**config.mk**
```make
export PLATFORM = sky130hd
export DESIGN_NAME = uart_rxblock
export DESIGN_NICKNAME = d
export VERILOG_FILES = /design/src/rtl/uart_rxblock.sv
export SDC_FILE = /design/constraint.sdc
export NUM_CORES = 1
export LEC_CHECK = 0
export BUFFER_PORTS_ARGS = -buffer_cell sky130_fd_sc_hd__buf_2
export CORE_ASPECT_RATIO = 1.1
export CORE_UTILIZATION = 42
export CTS_CLUSTER_DIAMETER = 30
export DETAILED_ROUTE_END_ITERATION = 16
export GPL_TIMING_DRIVEN = 1
export SLEW_MARGIN = 20
export SYNTH_ARGS = -nofsm -noshare
export SYNTH_HDL_FRONTEND = slang
export SYNTH_SLANG_ARGS = --single-unit
```
**constraint.sdc**
```tcl
create_clock -name clk16 -period 1.7 [get_ports clk16]
set_input_delay 0.34 -clock clk16 [delete_from_list [all_inputs] [get_ports clk16]]
set_output_delay 0.34 -clock clk16 [all_outputs]
set_load 0.1 [all_outputs]
```
**src/rtl/uart_rxblock.sv**
```systemverilog
// uart_rxblock: 16x oversampled 8N1 UART receiver with valid/ack handshake, framing-error and overrun flags.
// Define UART_RX_MAJORITY_EN to decide each bit by 2-of-3 vote at cnt 6/7/8 (decisions move one edge later).
module uart_rxblock (
  input  logic       clk16,
  input  logic       rst_n,
  input  logic       serial_in,
  input  logic       rx_ack,
  output logic [7:0] rx_data,
  output logic       rx_valid,
  output logic       rx_busy,
  output logic       frame_err,
  output logic       overrun
);
  typedef enum logic [2:0] {IDLE, START, DATA, STOP, BRK} state_t;
  state_t     state_q, state_d;
  logic [1:0] sync_q, sync_d;
  logic [3:0] cnt_q, cnt_d;
  logic [2:0] idx_q, idx_d;
  logic [7:0] shreg_q, shreg_d, rx_data_q, rx_data_d;
  logic       rx_valid_q, rx_valid_d, rx_busy_q, rx_busy_d;
  logic       frame_err_q, frame_err_d, overrun_q, overrun_d;
  logic       sin, smp, dec;
  assign sin = sync_q[1];
`ifdef UART_RX_MAJORITY_EN
  logic [1:0] hist_q, hist_d;
  always_comb begin
    hist_d = hist_q;
    if (cnt_q == 4'd6) hist_d[0] = sin;
    if (cnt_q == 4'd7) hist_d[1] = sin;
  end
  always_ff @(posedge clk16 or negedge rst_n) begin
    if (!rst_n) hist_q <= 2'b11;
    else        hist_q <= hist_d;
  end
  assign dec = cnt_q == 4'd8;
  assign smp = (hist_q[0] & hist_q[1]) | (hist_q[0] & sin) | (hist_q[1] & sin);
`else
  assign dec = cnt_q == 4'd7;
  assign smp = sin;
`endif
  always_comb begin
    sync_d      = {sync_q[0], serial_in};
    state_d     = state_q;
    cnt_d       = (state_q == IDLE || state_q == BRK) ? 4'd0 : cnt_q + 4'd1;
    idx_d       = idx_q;
    shreg_d     = shreg_q;
    rx_data_d   = rx_data_q;
    rx_valid_d  = rx_ack ? 1'b0 : rx_valid_q;
    overrun_d   = (rx_ack && rx_valid_q) ? 1'b0 : overrun_q;
    frame_err_d = 1'b0;
    case (state_q)
      IDLE:  if (!sin) state_d = START;
      START: begin
        if (dec && smp) state_d = IDLE;
        else if (cnt_q == 4'd15) begin
          state_d = DATA;
          idx_d   = 3'd0;
        end
      end
      DATA: begin
        if (dec) shreg_d[idx_q] = smp;
        if (cnt_q == 4'd15) begin
          if (idx_q == 3'd7) state_d = STOP;
          else               idx_d   = idx_q + 3'd1;
        end
      end
      STOP: begin
        if (dec) begin
          state_d = smp ? IDLE : BRK;
          if (!smp) frame_err_d = 1'b1;
          else if (!rx_valid_q || rx_ack) begin
            rx_data_d  = shreg_q;
            rx_valid_d = 1'b1;
          end else overrun_d = 1'b1;
        end
      end
      // a held-low line must return high before another start can be seen
      BRK:     if (sin) state_d = IDLE;
      default: state_d = IDLE;
    endcase
    rx_busy_d = state_d != IDLE;
  end
  always_ff @(posedge clk16 or negedge rst_n) begin
    if (!rst_n) begin
      state_q     <= IDLE;
      sync_q      <= 2'b11;
      cnt_q       <= 4'd0;
      idx_q       <= 3'd0;
      shreg_q     <= 8'h00;
      rx_data_q   <= 8'h00;
      rx_valid_q  <= 1'b0;
      rx_busy_q   <= 1'b0;
      frame_err_q <= 1'b0;
      overrun_q   <= 1'b0;
    end else begin
      state_q     <= state_d;
      sync_q      <= sync_d;
      cnt_q       <= cnt_d;
      idx_q       <= idx_d;
      shreg_q     <= shreg_d;
      rx_data_q   <= rx_data_d;
      rx_valid_q  <= rx_valid_d;
      rx_busy_q   <= rx_busy_d;
      frame_err_q <= frame_err_d;
      overrun_q   <= overrun_d;
    end
  end
  assign rx_data   = rx_data_q;
  assign rx_valid  = rx_valid_q;
  assign rx_busy   = rx_busy_q;
  assign frame_err = frame_err_q;
  assign overrun   = overrun_q;
endmodule

```
### Word level (Yosys, flattened, before mapping)

Index checks and enable logic that the tools add are counted.

| word-level totals | value |
|---|---|
| register bits after elaboration | 32 |
| output and inout port bits | 12 |
| logic and storage cells | 68 |

| cells by class | value |
|---|---|
| add/sub/neg operators | 2 |
| $lt $le $gt $ge | 2 |
| eq/ne operators | 11 |
| muxes and demuxes | 31 |
| reductions and logical operators | 12 |

Operator list:

| cell | number |
|---|---|
| 3-bit 2-to-1 mux | 12 |
| 3-bit case mux with 5 select lines | 1 |
| 1-bit 2-to-1 mux | 14 |
| 8-bit bitwise mux | 1 |
| 2-bit inequality test (second input constant) | 4 |
| 3-bit by 2-bit equality test with 1-bit output (second input constant) | 2 |
| 3-bit equality test (second input constant) | 2 |
| 3-bit case mux with 2 select lines | 1 |
| 5-bit AND reduction | 1 |
| 4-bit by 1-bit adder with 4-bit output (second input constant) | 1 |
| 4-bit by 3-bit equality test with 1-bit output (second input constant) | 1 |
| 4-bit equality test (second input constant) | 1 |
| 3-bit by 4-bit less-than comparator with 1-bit output (second input constant) | 1 |
| 4-bit 2-to-1 mux | 1 |
| 4-bit AND reduction | 1 |
| 3-bit by 1-bit adder with 3-bit output (second input constant) | 1 |
| 1-bit demux with 3-bit select | 1 |
| 3-bit by 1-bit equality test with 1-bit output (second input constant) | 1 |
| 3-bit by 1-bit greater-or-equal comparator with 1-bit output (second input constant) | 1 |
| 1-bit logical AND | 3 |
| 3-bit zero test | 1 |
| 3-bit nonzero test | 1 |
| 1-bit logical OR | 2 |
| 2-bit AND reduction | 1 |
| 2 further kinds | 2 |

### Depth between registers and ports, before layout

| depth | value |
|---|---|
| depth in word-level cells | 6 |
| depth in mapped cells | 6 |
| mapped depth without buffers | 6 |

### Worst setup path before layout

Ideal clock, no wire load.

| timing | value |
|---|---|
| path type | reg-to-reg |
| start | register rx_valid_q, in the netlist rx_valid |
| end | register rx_data_q[0], in the netlist rx_data[0] |
| library setup time | 0.126 ns |
| arrival time | 1.681 ns |
| required time | 1.574 ns |
| path slack | -0.107 ns |
| cell stages (with the launch flop) | 4 |
| cell sequence | dfrtp_1 > nand2b_1 > nand3_4 > mux2_2 |

| between the ends | value |
|---|---|
| longest elaborated chain between the ends | 3 |

Ends and longest elaborated chain:

| element | line | RTL |
|---|---|---|
| start: declaration | 20 | `logic rx_valid_q, rx_valid_d, rx_busy_q, rx_busy_d;` |
| start signal: assignment | 102 | `rx_valid_q <= rx_valid_d;` |
| 1-bit zero test | 71 | `else if (!rx_valid_q \|\| rx_ack) begin` |
| 1-bit logical OR | 71 |  |
| 4-bit AND reduction (no line) | -- |  |
| end signal: assignment | 101 | `rx_data_q <= rx_data_d;` |
| end: declaration | 19 | `logic [7:0] shreg_q, shreg_d, rx_data_q, rx_data_d;` |

Every way passes these cells.
A chain may end at the register's enable or synchronous reset.

### Final worst setup path

| timing | value |
|---|---|
| start | register idx_q[1] |
| end | register idx_q[1] |

| between the ends | value |
|---|---|
| longest elaborated chain between the ends | 4 |

Ends and longest elaborated chain:

| element | line | RTL |
|---|---|---|
| start: declaration | 18 | `logic [2:0] idx_q, idx_d;` |
| start signal: assignment | 99 | `idx_q <= idx_d;` |
| 3-bit by 1-bit adder with 3-bit output | 64 | `else idx_d = idx_q + 3'd1;` |
| 3-bit 2-to-1 mux | 63 | `if (idx_q == 3'd7) state_d = STOP;` |
| 3-bit 2-to-1 mux | 62 | `if (cnt_q == 4'd15) begin` |
| 3-bit case mux with 2 select lines | 51 | `case (state_q)` |

Several ways; a longest one is shown, not always the timed one. The select of a mux whose other input is x is not followed.

==> qor.csv <==
metric;value;unit
worstPathCellList;ha_2, ha_4, nor3b_2, a21oi_2, nor3b_2, buf_4, mux2i_1;
antenna_violating_nets_post_route;0;
clkSlewWorstSetupHoldPaths;100;ps
timing.max_cap.violations;0;
grt_setup_unrepaired;yes;
aggregate_routed_wire_length;2.65;mm
synthToLayoutAreaGrowth;22.8;%
ff_latch_area;806;um2
grt_pass1_vias;1010;
cp-endpoint;idx_q[1]$_DFFE_PN0P_;
postLayoutSetupSlackWorst;34.8;ps
root_buffer;sky130_fd_sc_hd__clkbuf_4;
reg2reg_from;idx_q[1]$_DFFE_PN0P_;
synth-async-reset-ratio;100;%
ir_drop;841;uV
detailedRoute.firstPassIterationCount;4;
ys_seq_area_share;55.7;%
hpwlAfterDp;1.90;mm
critical_path_required;1960;ps
multiInputGateArea;624;um2
slew_viol_final;0;
critPathKind;reg -> reg;
max_freq;0.601;GHz
final_design_utilization;56.2;%
yosys_warnings;0;
worstSetupStartpointType;flip-flop;
whs;86.1;ps
cts_max_path_buffers;2;
run_status;finished clean;
p_leak;0.850;nW
syn_area_per_cell;12.4;um2
timing.final.setup_violations;0;
timing.setup.tns;0;ps
synth_fp_nets;123;
launch_instance_of_the_worst_min_delay_path;serial_in;
placementRows;21;
drcViolationCount;0;
regToRegSetupSlack;30;ps
insertedDiodeCount;0;
dpl-instance-area;1650;um2
tritoncts_clock_tree;yes;
fillerInstances;272;
slew_headroom;67.8;%
numClockSinks;32;
critPathSlowestCell;sky130_fd_sc_hd__dfrtp_1;
die_y;63.4;um
io_pins;16;
worst-slew-pin-transition;486;ps
drt_iter0_drc;26;
period_share;98.0;%
hold_path_class;in -> reg;
antenna_found_initial;0;
drt-wirelength-per-cell;14.7;um
synth.ff_latch_count;32;
period_minus_slack;1670;ps
reg2reg_depth;7;
clock_insertion_delay_worst_skew;340;ps
final_layout_size_suffix_gt1_share;47.9;%
netlist_area;1440;um2
r2r-end;idx_q[1]$_DFFE_PN0P_;
floorplan.core_area;3150;um2
floorplan.die.width;57.9;um
worstSetupStartpoint;idx_q[1]$_DFFE_PN0P_;
die_area;3670;um2
cts_made_buffers;5;
timing.critical_path.fanout_max;2;
maximum_number_of_pins_on_one_net_before_global_route_repair;18;
h-tree-depth;2;
synth-main-ff-cell;sky130_fd_sc_hd__dfrtp_1;
fin_skew;6.47;ps
routed-via-count;958;
synth.lib_cells_used.distinct;36;
synth-edff-count;0;
gp_congestion;0.827;
port_buffers;15;
initial_core_util;45.7;%
power_density;1310;nW/um2
avgViaCountPerCell;5.32;
timing.critical_path.mode_cell;sky130_fd_sc_hd__nor3b_2;
hold_viol;0;
final_cell_area;1770;um2
arrival;1930;ps
critical-path-max-stage-delay;400;ps
place_worst_setup_slack;20.9;ps
grt_first_pass_wirelength;4.66;mm
crit_path_end_kind;flip-flop;
grt_usage;17.4;%
final_net_count;152;
overflow_left_after_global_routing;0;
synthCells;116;
## cell usage after synthesis, types with 2 or more instances
| cell | instances | area, um2 |
|---|---|---|
| sky130_fd_sc_hd__buf_2 | 4 | 20.0 |
| sky130_fd_sc_hd__a21oi_1 | 4 | 20.0 |
| sky130_fd_sc_hd__nand4_1 | 2 | 12.5 |
| sky130_fd_sc_hd__dfstp_2 | 2 | 52.6 |
| sky130_fd_sc_hd__nand2_1 | 5 | 18.8 |
| sky130_fd_sc_hd__nor4_1 | 2 | 12.5 |
| sky130_fd_sc_hd__nand3_1 | 7 | 35.0 |
| sky130_fd_sc_hd__nand3_4 | 2 | 35.0 |
| sky130_fd_sc_hd__nor2_1 | 8 | 30.0 |
| sky130_fd_sc_hd__dfrtp_1 | 30 | 751 |
| sky130_fd_sc_hd__mux2_2 | 16 | 180 |
| sky130_fd_sc_hd__nor3_1 | 4 | 20.0 |
| sky130_fd_sc_hd__ha_1 | 3 | 37.5 |
| sky130_fd_sc_hd__mux2i_1 | 2 | 20.0 |
| sky130_fd_sc_hd__inv_1 | 4 | 15.0 |
## kinds of logic after synthesis
group	after synthesis	synth area share (%)
simple gates	40	17.7
buf+inv	10	3.04
compound gates	10	4.78
xor+xnor	2	1.22
fa+ha+maj	3	2.60
mux	19	14.9
flops	32	55.7
## worst min-delay path by stage
stage	to	slack (ps)	cells after the start
final	sync_q[0]$_DFF_PN1_	90	1
after global routing	sync_q[0]$_DFF_PN1_	70	1
after CTS	sync_q[0]$_DFF_PN1_	80	1
after detailed placement	rx_busy$_DFF_PN0_	300	1
after global placement	state_q[0]$_DFF_PN0_	290	1
after floorplan	cnt_q[0]$_DFF_PN0_	40	0
## worst max-delay path: cells and delay by family (launching register included)
family                   cells  cell delay (ps)
AO/OA/AOI/OAI                1               50
buffers and inverters        1              170
multiplexers                 1              180
AND/OR/NAND/NOR              2              420
adder cells (fa/ha/maj)      2              360
flip-flops                   1              400
## layout make-up
cell class,count,share of cell area [%]
clock inverter,1,1.70
tap,34,2.40
multi-input combinational,74,35.3
inverter,4,0.848
clock buffer,7,3.67
timing repair buffer,28,10.6
sequential,32,45.5
## routing by layer
metal / share of wire, % / track usage [%]
met5: 0 / 0
met1: 47 / 21.5
met2: 46 / 25.9
met3: 4.0 / 6.37
met4: 2.6 / 9.82
## stage by stage
| stage | std cells | power (mW) |
|---|---|---|
| floorplan | 116 | 1.51 |
| global placement | 170 | 1.66 |
| detailed placement | 170 | 1.67 |
| CTS | 179 | 2.32 |
| global route | 180 | 2.45 |
| finish | 180 | 2.31 |
## cells in the final DEF (no fill, tap or decap), types with 2 or more instances in the layout
master                      n
sky130_fd_sc_hd__a21oi_1    3
sky130_fd_sc_hd__mux2i_1    2
sky130_fd_sc_hd__nand3_4    2
sky130_fd_sc_hd__inv_1      4
sky130_fd_sc_hd__mux2_4     2
sky130_fd_sc_hd__nor2_1     8
sky130_fd_sc_hd__nand4_1    2
sky130_fd_sc_hd__nand3_1    7
sky130_fd_sc_hd__dfrtp_1   28
sky130_fd_sc_hd__buf_2     15
sky130_fd_sc_hd__clkbuf_8   2
sky130_fd_sc_hd__dfrtp_2    2
sky130_fd_sc_hd__buf_4     11
sky130_fd_sc_hd__nand2_1    5
sky130_fd_sc_hd__nor3b_2    2
sky130_fd_sc_hd__nor4_1     2
sky130_fd_sc_hd__ha_2       2
sky130_fd_sc_hd__dfstp_2    2
sky130_fd_sc_hd__nor3_1     4
sky130_fd_sc_hd__clkbuf_4   5
sky130_fd_sc_hd__mux2_2    15
## registers in the layout (all words and copies together) (netlist names)
signal	count
shreg_q	8
idx_q	3
overrun	1
cnt_q	4
rx_busy	1
frame_err	1
rx_valid	1
state_q	3
sync_q	2
rx_data	8
## what timing repair did
item / 4_1_cts / 5_1_grt
hold buffers: 1 / 0
setup endpoints to repair: 1 / 19
resized for setup: 0 / 3
pin swaps: 1 / 0
hold endpoints to repair: 16 / 0
setup buffers: 0 / 1
## power breakdown
| part | switching, mW | internal, mW | total [mW] |
|---|---|---|---|
| combinational | 0.406 | 0.242 | 0.649 |
| clock | 0.261 | 0.390 | 0.651 |
| sequential | 0.150 | 0.865 | 1.01 |
No activity file was read; power rests on OpenSTA's default activity.
